[config.mk]
export PLATFORM = sky130hd
export DESIGN_NAME = lk_route_share_ctrl
export DESIGN_NICKNAME = d
export VERILOG_FILES = /design/src/rtl/lk_route_share_ctrl_pkg.sv /design/src/rtl/lk_rr_arbiter.sv /design/src/rtl/lk_route_share_ctrl.sv
export SDC_FILE = /design/constraint.sdc
export NUM_CORES = 1
export LEC_CHECK = 0
export BUFFER_PORTS_ARGS = -buffer_cell sky130_fd_sc_hd__buf_2
export CORE_UTILIZATION = 45
export DETAILED_ROUTE_END_ITERATION = 6
export PLACE_DENSITY = 0.8
export SYNTH_ARGS = -nofsm -noshare
export SYNTH_HDL_FRONTEND = slang
export SYNTH_SLANG_ARGS = --single-unit
[constraint.sdc]
create_clock -name clk -period 14.1 [get_ports clk]
set_clock_uncertainty 0.15 [all_clocks]
set_input_delay 0.705 -clock clk [delete_from_list [all_inputs] [get_ports clk]]
set_output_delay 0.705 -clock clk [all_outputs]
set_load 0.05 [all_outputs]
[src/rtl/lk_route_share_ctrl_pkg.sv]
// Shared helpers for the look-ahead routing files: log2 sizing and packed-port slot indexing.
package lk_route_share_ctrl_pkg;

  // Minimum 1 so a single-port build still gets a legal index width.
  function automatic int lk_log2(input int n);
    int r;
    r = 0;
    while ((1 << r) < n) r++;
    return (r < 1) ? 1 : r;
  endfunction

  function automatic int slot_lo(input int idx, input int w);
    return idx * w;
  endfunction

endpackage

[src/rtl/lk_rr_arbiter.sv]
// Round-robin arbiter: first request at or after ptr wins, ptr moves past the winner on adv.
// Combinational grant, pointer updates at the clock edge; non-power-of-two P wraps explicitly.
module lk_rr_arbiter
  import lk_route_share_ctrl_pkg::*;
#(
  parameter int P    = 5,
  parameter int PTRW = lk_log2(P)
) (
  input  logic            clk,
  input  logic            reset,
  input  logic [P-1:0]    req,
  input  logic            adv,
  output logic [P-1:0]    gnt,
  output logic [PTRW-1:0] gnt_idx
);

  localparam int IW = PTRW + 1;
  localparam logic [IW-1:0] PW = IW'(P);
  localparam logic [PTRW-1:0] LAST = PTRW'(P - 1);

  logic [PTRW-1:0] ptr;
  logic [IW-1:0]   idx;

  // Scan from the farthest slot back to ptr so the nearest requester is assigned last and wins.
  always_comb begin
    gnt     = '0;
    gnt_idx = '0;
    idx     = '0;
    for (int k = P - 1; k >= 0; k--) begin
      idx = {1'b0, ptr} + IW'(k);
      if (idx >= PW) idx = idx - PW;
      if (req[idx[PTRW-1:0]]) begin
        gnt                  = '0;
        gnt[idx[PTRW-1:0]]   = 1'b1;
        gnt_idx              = idx[PTRW-1:0];
      end
    end
  end

  always_ff @(posedge clk or negedge reset) begin
    if (!reset) begin
      ptr <= '0;
    end else if (adv) begin
      ptr <= (gnt_idx == LAST) ? '0 : gnt_idx + PTRW'(1);
    end
  end

endmodule

[src/rtl/lk_route_share_ctrl.sv]
// Time-shares one look-ahead routing unit among P ports: RR grant, issue register, ack 2 cycles later.
// No stall path: one grant per cycle, a port stays ineligible until after its ack. LKROUTE_WAIT_MON_EN adds wait_max.
module lk_route_share_ctrl
  import lk_route_share_ctrl_pkg::*;
#(
  parameter int P     = 5,
  parameter int EAw   = 3,
  parameter int DSTPw = 4,
  parameter int WAITw = 8
) (
  input  logic               clk,
  input  logic               reset,
  input  logic [P-1:0]       req,
  input  logic [P*EAw-1:0]   req_dest_e_addr,
  input  logic [P*DSTPw-1:0] req_destport,
  output logic [P-1:0]       ack,
  output logic [DSTPw-1:0]   resp_lkdestport,
  output logic               rt_valid,
  output logic [EAw-1:0]     rt_dest_e_addr,
  output logic [DSTPw-1:0]   rt_destport,
  input  logic [DSTPw-1:0]   rt_lkdestport,
  output logic [WAITw-1:0]   wait_max
);

  localparam int PTRW = lk_log2(P);

  logic [P-1:0]     iss_oh;
  logic [P-1:0]     elig;
  logic [P-1:0]     gnt;
  logic [PTRW-1:0]  gnt_idx;
  logic             grant;
  logic [EAw-1:0]   sel_ea;
  logic [DSTPw-1:0] sel_dp;

  // A port is locked out while its operands sit in the issue stage and during its ack cycle.
  assign elig  = req & ~(iss_oh | ack);
  assign grant = |gnt;

  lk_rr_arbiter #(.P(P), .PTRW(PTRW)) u_arb (
    .clk     (clk),
    .reset   (reset),
    .req     (elig),
    .adv     (grant),
    .gnt     (gnt),
    .gnt_idx (gnt_idx)
  );

  always_comb begin
    sel_ea = '0;
    sel_dp = '0;
    for (int i = 0; i < P; i++) begin
      if (gnt_idx == PTRW'(i)) begin
        sel_ea = req_dest_e_addr[slot_lo(i, EAw) +: EAw];
        sel_dp = req_destport[slot_lo(i, DSTPw) +: DSTPw];
      end
    end
  end

  always_ff @(posedge clk or negedge reset) begin
    if (!reset) begin
      rt_valid       <= 1'b0;
      iss_oh         <= '0;
      rt_dest_e_addr <= '0;
      rt_destport    <= '0;
    end else begin
      rt_valid <= grant;
      iss_oh   <= gnt;
      if (grant) begin
        rt_dest_e_addr <= sel_ea;
        rt_destport    <= sel_dp;
      end
    end
  end

  // The shared unit is combinational, so its answer is captured in the issue cycle itself.
  always_ff @(posedge clk or negedge reset) begin
    if (!reset) begin
      ack             <= '0;
      resp_lkdestport <= '0;
    end else begin
      ack <= iss_oh;
      if (rt_valid) resp_lkdestport <= rt_lkdestport;
    end
  end

`ifdef LKROUTE_WAIT_MON_EN
  logic [WAITw-1:0] wait_cnt [P];
  logic [WAITw-1:0] cnt_max;

  always_comb begin
    cnt_max = wait_max;
    for (int i = 0; i < P; i++) begin
      if (wait_cnt[i] > cnt_max) cnt_max = wait_cnt[i];
    end
  end

  always_ff @(posedge clk or negedge reset) begin
    if (!reset) begin
      for (int i = 0; i < P; i++) wait_cnt[i] <= '0;
      wait_max <= '0;
    end else begin
      for (int i = 0; i < P; i++) begin
        if (gnt[i]) wait_cnt[i] <= '0;
        else if (req[i] && (wait_cnt[i] != '1)) wait_cnt[i] <= wait_cnt[i] + WAITw'(1);
      end
      wait_max <= cnt_max;
    end
  end
`else
  assign wait_max = '0;
`endif

endmodule

==> results.cfg <==
[clock_network]
numCtsBuffers = 3
cts.path.max_buffers = 2
path_clk_slew_ps = 80
cts_hold_buf = 0
post-cts-setup-buffers = 0
ctsResizeCount = 0
clk_latency_ps = 270
root_buffer = clkbuf_8
cts_sinks = 25
cts_tree = yes
h-tree-depth = 1

[worst_setup_path]
path_class = reg2reg
r2r_slack_ps = 8440
critPathCaptureType = flip-flop
cp_data_arrival_time_ps = 5660
path_max_fanout = 21
critical_path_required_ps = 14090
timing.rr.start = u_arb.ptr[0]
r2r_cells = 14
start_kind = flip-flop
r2r-end = rt_destport[0]

[synthesis]
ys_warn_count = 0
ys_ff_latch = 25
yosysSeqAreaShare_pct = 24.9
synth_top_area_cell = dfrtp_1
syn_inst = 300
synthArstFlopShare_pct = 100
synth_area_sq_um = 2510
synth_flop_cell = dfrtp_1
synth_cell_types = 69
yosys-top-cells-area = dfrtp_1, ha_1, mux2i_1
postSynthAreaPerCell_sq_um = 8.37
synth_top_area_share_pct = 24.9
synth_edf_count = 0

[timing]
hold-worst-slack_ps = 249
fin_ws_ps = 8440
maxSlewHeadroom_pct = 48.9
drv_slew = 0
finalSetupTns_ps = 0
hold_viol_final = 0
worst_pin_slew_ps = 765
grt_setup_unrepaired = no
period_needed_ps = 5660
max_freq_mhz = 177
fin_crit_sh_pct = 40.2
finalSetupViolCount = 0

[layout]
antenna_cells = 0
area_growth_pct = 14.0
layout-drive-gt1-share_pct = 26.3
layout.nets = 416
fillCellCount = 472
fin_cells = 424

[floorplanning]
die_w_um = 76.7
rows = 26
coreArea_sq_um = 5240
die_y_um = 76.7
io_pins = 71
dieArea_sq_um = 5880
initial_utilization_pct = 47.9

[hold_path]
min_to = ack[4]
hold_path.class = reg2reg
min_delay_path_depth = 0
hold_start = iss_oh[4]

[grt]
gr-total-overflow = 0
grt_use_total_pct = 22.5
grt_start_max_net_pins = 26
grt_pass1_vias = 2233
grt_first_pass_wirelength_um = 10700
grt_antenna_before_repair = 0

[placed_design]
place_inst = 420
place_congestion = 0.933
port_buffers = 62
dp_slack_ps = 8560
hpwl_um = 5030

[drt]
wl_per_cell_um = 15.4
vias = 2493
ant_nets = 0
viasPerCell = 5.88
drt_wl_total_um = 6520
drc = 0
drt_iter0_drc = 309
drt_first_pass_iters = 7

[status]
run_status = completed

[job]
drv_cap = 0
[area by class of cell]
cell class | count | area, sq um | area share [%]
multi-input cells | 243 | 1710 | 59.9
flip-flops and latches | 25 | 626 | 21.9
repair buffers | 63 | 318 | 11.1
well taps | 70 | 87.6 | 3.06
inverters | 19 | 71.3 | 2.49
clock buffers | 3 | 41.3 | 1.44
clock inverters | 1 | 5.00 | 0.175
[synthesized netlist by cell type (all sizes together) (3+ instances only)]
master  count
ha         14
a21oi      23
mux2        9
dfrtp      25
a22oi       4
a31oi       4
nor2       25
and2        3
nand3       9
mux2i      14
nand2      25
nand3b      3
clkbuf      4
xnor2       6
o21ai      22
a21boi      3
nor3        5
o211ai      4
a222oi      7
buf        16
nand4       4
nor4        3
nor3b       5
o32ai       3
inv        18
nand2b      6
[worst max path at each step]
stage	startpoint	end	slack [ps]	depth (start not counted)
3_5_place_dp	u_arb.ptr[0]	rt_destport[0]	8560	14
3_3_place_gp	u_arb.ptr[0]	rt_destport[0]	8740	14
2_1_floorplan	u_arb.ptr[0]	rt_dest_e_addr[0]	9630	20
6_report	u_arb.ptr[0]	rt_destport[0]	8440	14
5_1_grt	u_arb.ptr[0]	rt_dest_e_addr[2]	7890	14
4_1_cts	u_arb.ptr[0]	rt_destport[0]	8560	14
[critical path: stages (launching register included)]
cell and delay, ps:
dfrtp_1 790, clkinv_1 470, ha_1 800, inv_1 300
mux2i_2 450, nand4_1 250, a32oi_1 490, a21oi_1 80
a22oi_1 420, ha_1 500, nor2_1 90, a21oi_1 120
o21ai_0 100, a222oi_1 410, mux2i_1 120
[sequential cells by signal (all words and copies together), names as in the netlist]
name and count:
iss_oh 5, rt_valid 1, ack 5, resp_lkdestport 4, u_arb.ptr 3, rt_destport 4
rt_dest_e_addr 3
[kinds of logic after synthesis]
| group | count (synthesis) | synth area share [%] |
|---|---|---|
| other cells | 1 | 0.149 |
| flops | 25 | 24.9 |
| fa+ha+maj | 15 | 7.77 |
| simple gates | 96 | 19.9 |
| mux | 23 | 10.2 |
| xor+xnor | 7 | 2.44 |
| compound gates | 94 | 26.8 |
| buf+inv | 39 | 7.87 |
[cells in the final DEF (no fill, tap or decap), types with 7 or more instances in the layout]
master	n
buf_2	62
nor2_1	25
nand2_1	25
dfrtp_1	25
a21oi_1	20
inv_1	18
o21ai_0	18
ha_1	14
mux2i_1	12
nand3_1	9
conb_1	8
a222oi_1	7
[per-layer routing]
| layer | vias up | wire length, um | GRT usage (%) |
|---|---|---|---|
| met4 | 0 | 121 | 5.96 |
| met3 | 14 | 378 | 2.86 |
| met2 | 124 | 3090 | 36.9 |
| met1 | 1143 | 2930 | 31.1 |
| met5 | - | 0 | 0 |
| li1 | 1212 | - | - |
[metrics by stage]
step | util (%) | cell area [sq um]
5_1_grt | 54.7 | 2860
4_1_cts | 54.7 | 2860
6_report | 54.7 | 2860
3_3_place_gp | 53.8 | 2820
3_5_place_dp | 53.8 | 2820
2_1_floorplan | - | 2540
Power is left out: the tool's default activity adds up to more than one toggle a clock period on the data nets, which glitch-free logic cannot reach.
